File: src/rtl/cpu_pkg.sv
// Shared widths, constants and pipeline-register types for the fetch front end.
package cpu_pkg;

   localparam int unsigned ADDR_W  = 64;
   localparam int unsigned INSTR_W = 32;

   // ARM64 NOP, used to fill IF/ID whenever a bubble is inserted
   localparam logic [INSTR_W-1:0] NOP_INSTR = 32'hD503201F;

   typedef struct packed {
      logic [INSTR_W-1:0] instr;
      logic [ADDR_W-1:0]  pc;
      logic               valid;
   } if_id_t;

endpackage

File: src/rtl/pc_adder.sv
// Ripple-carry adder for PC arithmetic; the carry out of the MSB is dropped.
module pc_adder
   import cpu_pkg::*;
(
   input  logic [ADDR_W-1:0] a,
   input  logic [ADDR_W-1:0] b,
   output logic [ADDR_W-1:0] sum
);

   logic [ADDR_W:0] carry;

   always_comb begin
      carry    = '0;
      sum      = '0;
      carry[0] = 1'b0;
      for (int i = 0; i < ADDR_W; i++) begin
         sum[i]       = a[i] ^ b[i] ^ carry[i];
         carry[i + 1] = (a[i] & b[i]) | (a[i] & carry[i]) | (b[i] & carry[i]);
      end
   end

endmodule

File: src/rtl/fetch_pc_unit.sv
// Instruction-fetch stage: program counter, IF/ID register and redirect counter.
// Predict-not-taken; a resolved taken branch redirects fetch and bubbles IF/ID.
module fetch_pc_unit #(
   parameter logic [cpu_pkg::ADDR_W-1:0]  RESET_PC  = 64'h0,
   parameter logic [cpu_pkg::INSTR_W-1:0] NOP_INSTR = cpu_pkg::NOP_INSTR
) (
   input  logic        clk,
   input  logic        reset,
   input  logic        stall_f,
   input  logic        br_taken,
   input  logic [63:0] br_pc,
   input  logic [63:0] br_imm,
   output logic [63:0] imem_addr,
   input  logic [31:0] imem_rdata,
   output logic [31:0] if_id_instr,
   output logic [63:0] if_id_pc,
   output logic        if_id_valid,
   output logic [15:0] redirect_cnt
);

   logic [63:0]     pc_q, pc_d;
   cpu_pkg::if_id_t if_id_q, if_id_d;
   logic [15:0]     cnt_q, cnt_d;
   logic [63:0]     pc_plus4;
   logic [63:0]     br_tgt;

   pc_adder u_pc_inc (
      .a   (pc_q),
      .b   (64'd4),
      .sum (pc_plus4)
   );

   pc_adder u_br_tgt (
      .a   (br_pc),
      .b   (br_imm),
      .sum (br_tgt)
   );

   // Redirect beats stall: the resolving branch is older than the stalled fetch.
   always_comb begin
      pc_d    = pc_q;
      if_id_d = if_id_q;
      cnt_d   = cnt_q;
      if (br_taken) begin
         pc_d          = {br_tgt[63:2], 2'b00};
         if_id_d.instr = NOP_INSTR;
         if_id_d.pc    = '0;
         if_id_d.valid = 1'b0;
         cnt_d         = cnt_q + 16'd1;
      end else if (!stall_f) begin
         pc_d          = pc_plus4;
         if_id_d.instr = imem_rdata;
         if_id_d.pc    = pc_q;
         if_id_d.valid = 1'b1;
      end
   end

   always_ff @(posedge clk) begin
      if (reset) begin
         pc_q          <= RESET_PC;
         if_id_q.instr <= NOP_INSTR;
         if_id_q.pc    <= '0;
         if_id_q.valid <= 1'b0;
         cnt_q         <= '0;
      end else begin
         pc_q    <= pc_d;
         if_id_q <= if_id_d;
         cnt_q   <= cnt_d;
      end
   end

   assign imem_addr    = pc_q;
   assign if_id_instr  = if_id_q.instr;
   assign if_id_pc     = if_id_q.pc;
   assign if_id_valid  = if_id_q.valid;
   assign redirect_cnt = cnt_q;

endmodule
File: config.mk
export PLATFORM = sky130hd
export DESIGN_NAME = fetch_pc_unit
export DESIGN_NICKNAME = d
export VERILOG_FILES = /design/src/rtl/cpu_pkg.sv /design/src/rtl/pc_adder.sv /design/src/rtl/fetch_pc_unit.sv
export SDC_FILE = /design/constraint.sdc
export NUM_CORES = 1
export LEC_CHECK = 0
export BUFFER_PORTS_ARGS = -buffer_cell sky130_fd_sc_hd__buf_2
export CAP_MARGIN = 20
export CORE_MARGIN = 8
export CORE_UTILIZATION = 50
export DETAILED_ROUTE_END_ITERATION = 10
export PLACE_DENSITY = 0.86
export REMOVE_ABC_BUFFERS = 1
export SLEW_MARGIN = 5
export SYNTH_ARGS = -nofsm -noshare
export SYNTH_HDL_FRONTEND = slang
export SYNTH_SLANG_ARGS = --single-unit
export TNS_END_PERCENT = 10
File: constraint.sdc
create_clock -name clk -period 42.2 [get_ports clk]
set_clock_uncertainty 0.2 [all_clocks]
set_input_delay 8.44 -clock clk [delete_from_list [all_inputs] [get_ports clk]]
set_output_delay 8.44 -clock clk [all_outputs]
set_load 0.05 [all_outputs]
==> flow_metrics.py <==
metrics = {
    "setup_path": {
        "slowest_stage": "fa_1",
        "rr_startpoint": "imem_addr[2]",
        "crit_arrival_ps": 33340,
        "critPathMaxStageDelay_ps": 450,
        "path_delay_family": "adder cells",
        "path_buf_inv": 1,
        "critPathMaxFanout": 2,
        "critical_path.most_common_cell": "fa_1",
        "cp_data_required_time_ps": 42300,
        "start_kind": "input pin",
        "crit_type": "input pin to flip-flop",
        "regToRegEndpoint": "imem_addr[62]",
        "end_kind": "flip-flop",
        "r2r_cells": 64,
        "r2r_slack_ps": 29830,
    },
    "routing": {
        "firstDrtPassIters": 4,
        "drtAntennaViolNets": 0,
        "routed_via_density": 5.180,
        "via_count": 7294,
        "wl_per_cell_um": 17.55,
        "drt_iter0_markers": 344,
        "drc": 0,
        "drt_wl_total_mm": 24.71,
    },
    "cells_and_area": {
        "fillCellCount": 1386,
        "multi_input_area_sq_um": 5111,
        "stdcell_count": 1408,
        "regArea_sq_um": 3463,
        "drive_gt1_frac": 0.3209,
        "nets": 1451,
        "area_growth_pct": 26.63,
    },
    "grt": {
        "antenna_found_initial": 5,
        "grt_max_degree": 97,
        "grt_pass1_wl_mm": 38.40,
        "grt-ovfl-total": 0,
        "grt_usage": 0.2173,
        "grt_pass1_vias": 7585,
    },
    "synth": {
        "seq_area_frac_synth": 0.3917,
        "yosysTopAreaCellShare": 0.3917,
        "yosys_warnings": 0,
        "synthCells": 858,
        "synth_ff_type": "dfxtp_1",
        "syn_area_sq_um": 8841,
        "synth.area.top_cells": "dfxtp_1 (39%), mux2i_1 (18%), fa_1 (14%)",
        "synth.distinct_cells": 29,
        "synthArstFlopShare": 0,
        "synth_seq_cells": 173,
        "synth_top_area_cell": "dfxtp_1",
        "synth_common_cells": "nor2_1 (222), dfxtp_1 (173), mux2i_1 (156), a21oi_1 (66)",
        "synth_area_per_cell_sq_um": 10.30,
        "synth-edff-count": 0,
        "synth.most_common_cell": "nor2_1",
    },
    "min_path": {
        "whs_path_depth": 2,
        "worstHoldEndpoint": "if_id_valid",
        "hold_start": "if_id_valid",
        "holdCritPathClass": "flip-flop to flip-flop",
    },
    "power": {
        "clockPowerShare": 0.362,
        "finalPower_mw": 0.4404,
        "intPower_mw": 0.2909,
        "seq_power_share": 0.410,
        "p_comb_frac": 0.228,
        "powerDensity_nw_per_um2": 39.34,
        "ir_drop_uv": 27.33,
        "p_sw_mw": 0.1495,
        "leakage_nw": 5.785,
        "swShare": 0.3394,
    },
    "cts": {
        "ctsHoldBuffers": 0,
        "cts_tree": "done",
        "cts-buffers-inserted": 17,
        "htree_num_levels": 4,
        "clkSinkCount": 173,
        "clock_latency_ps": 420,
        "cts.repair.resized": 0,
        "clk_pin_slew_worst_paths_ps": 70,
        "cts_setup_buffers": 0,
        "cts_root_buf": "clkbuf_16",
        "clockBufferDepth": 2,
    },
    "sta": {
        "min_period_over_period": 0.7878,
        "setup_viol": 0,
        "fin_ws_ps": 8956,
        "tightest_slew_ps": 1057,
        "finalCriticalPeriod_ps": 33240,
        "slew_violations": 0,
        "max-slew-margin-rel": 0.2951,
        "hold-worst-slack_ps": 248.4,
        "rsz0062_at_grt": "false",
        "hold_viol": 0,
        "setup_tns_ps": 0,
        "timing.fmax_ghz": 0.03008,
    },
    "floorplan": {
        "die-area_sq_um": 22190,
        "rows": 48,
        "io_pins": 341,
        "core_sq_um": 17300,
        "die_height_um": 149.0,
        "floorplan.initialDensity": 0.5111,
        "die-width_um": 149.0,
    },
    "job": {
        "max_cap_viol_count": 0,
    },
    "placed_design": {
        "dpl.hpwl_mm": 18.60,
        "place_ws_ps": 8495,
        "port-buffer-count": 336,
        "dp_cells": 1371,
        "gp_congestion": 0.8232,
    },
    "run_status": {
        "status": "completed",
    },
}
layout by cell type (no fill, tap or decap), types with 3 or more instances in the layout:
master / netlist / routed
a21oi_1: 66 / 66
o21ai_0: 3 / 3
nor2_1: 222 / 222
xor2_1: 5 / 5
ha_1: 61 / 61
mux2i_1: 156 / 156
diode_2: 0 / 5
clkbuf_16: 0 / 17
dfxtp_1: 173 / 173
nand4_1: 4 / 4
fa_1: 61 / 61
inv_8: 0 / 5
conb_1: 1 / 4
nand2_1: 20 / 20
inv_6: 0 / 3
nor4_1: 3 / 3
buf_4: 8 / 5
clkinv_4: 0 / 4
buf_2: 29 / 334
nand3_1: 3 / 3
xnor2_1: 9 / 9
worst register-to-register path, delay by kind of cell (launching register included):
kind,cells,cell delay [ps]
DFF,1,350
adders and majority gates,60,11310
and+or+nand+nor,2,120
AOI/OAI and AO/OA,1,160
muxes,1,120
cell type report:
cell class / count / share of cell area
well taps: 225 / 0.02515
clock buffers: 17 / 0.03800
inverters: 2 / 0.0006705
flip-flops and latches: 173 / 0.3093
multi-input cells: 631 / 0.4565
diodes: 5 / 0.001118
clock inverters: 15 / 0.01531
repair buffers: 340 / 0.1539
flip-flops by register name, indices dropped and copies added, names as in the netlist:
signal,count
if_id_pc,62
imem_addr,62
if_id_instr,32
redirect_cnt,16
if_id_valid,1
layer usage:
layer  share of wire  vias to the layer above  global-route usage  routed length [um]
li1                -                     3504                   -                   -
met5               0                        -                   0                   0
met3           0.093                       41             0.08192                2288
met1            0.37                     3486              0.2291                9189
met4           0.020                        0             0.09036                 504
met2            0.52                      263              0.3826               12730
worst max-delay path by stage:
stage               from            end  cells past startpoint
6_report        br_pc[0]  imem_addr[63]                     67
5_1_grt         br_pc[0]  imem_addr[63]                     67
4_1_cts         br_pc[0]  imem_addr[63]                     67
3_5_place_dp    br_pc[0]  imem_addr[63]                     67
3_3_place_gp   br_imm[0]  imem_addr[63]                     67
2_1_floorplan   br_pc[0]  imem_addr[63]                     66
cell families (layout without fill, tap and decap cells):
| logic type | count (synthesis) | after routing | synth area share |
|---|---|---|---|
| AOI/OAI and AO/OA | 70 | 70 | 0.03977 |
| xor gates and xnor gates | 14 | 14 | 0.01387 |
| adders and majority gates | 122 | 122 | 0.2245 |
| buffers and inverters | 57 | 374 | 0.03170 |
| DFF | 173 | 173 | 0.3917 |
| muxes | 158 | 158 | 0.1792 |
| other | 1 | 9 | 0.0004242 |
| and+or+nand+nor | 263 | 263 | 0.1189 |
per-stage QoR:
stage	instance area [sq um]	utilization
final	11200	0.6473
after global routing	11200	0.6473
after CTS	11180	0.6466
after detailed placement	10590	0.6121
after global placement	10590	0.6121
after floorplan	8579	-
power groups by stage:
| stage | sequential [mW] | clock [mW] | combinational, mW |
|---|---|---|---|
| after floorplan | 0.213 | 0 | 0.0339 |
| after global placement | 0.184 | 0 | 0.0972 |
| after detailed placement | 0.184 | 0 | 0.0999 |
| after CTS | 0.181 | 0.162 | 0.101 |
| after global routing | 0.182 | 0.170 | 0.109 |
| final | 0.181 | 0.159 | 0.101 |
No activity file was read; power rests on OpenSTA's default activity.
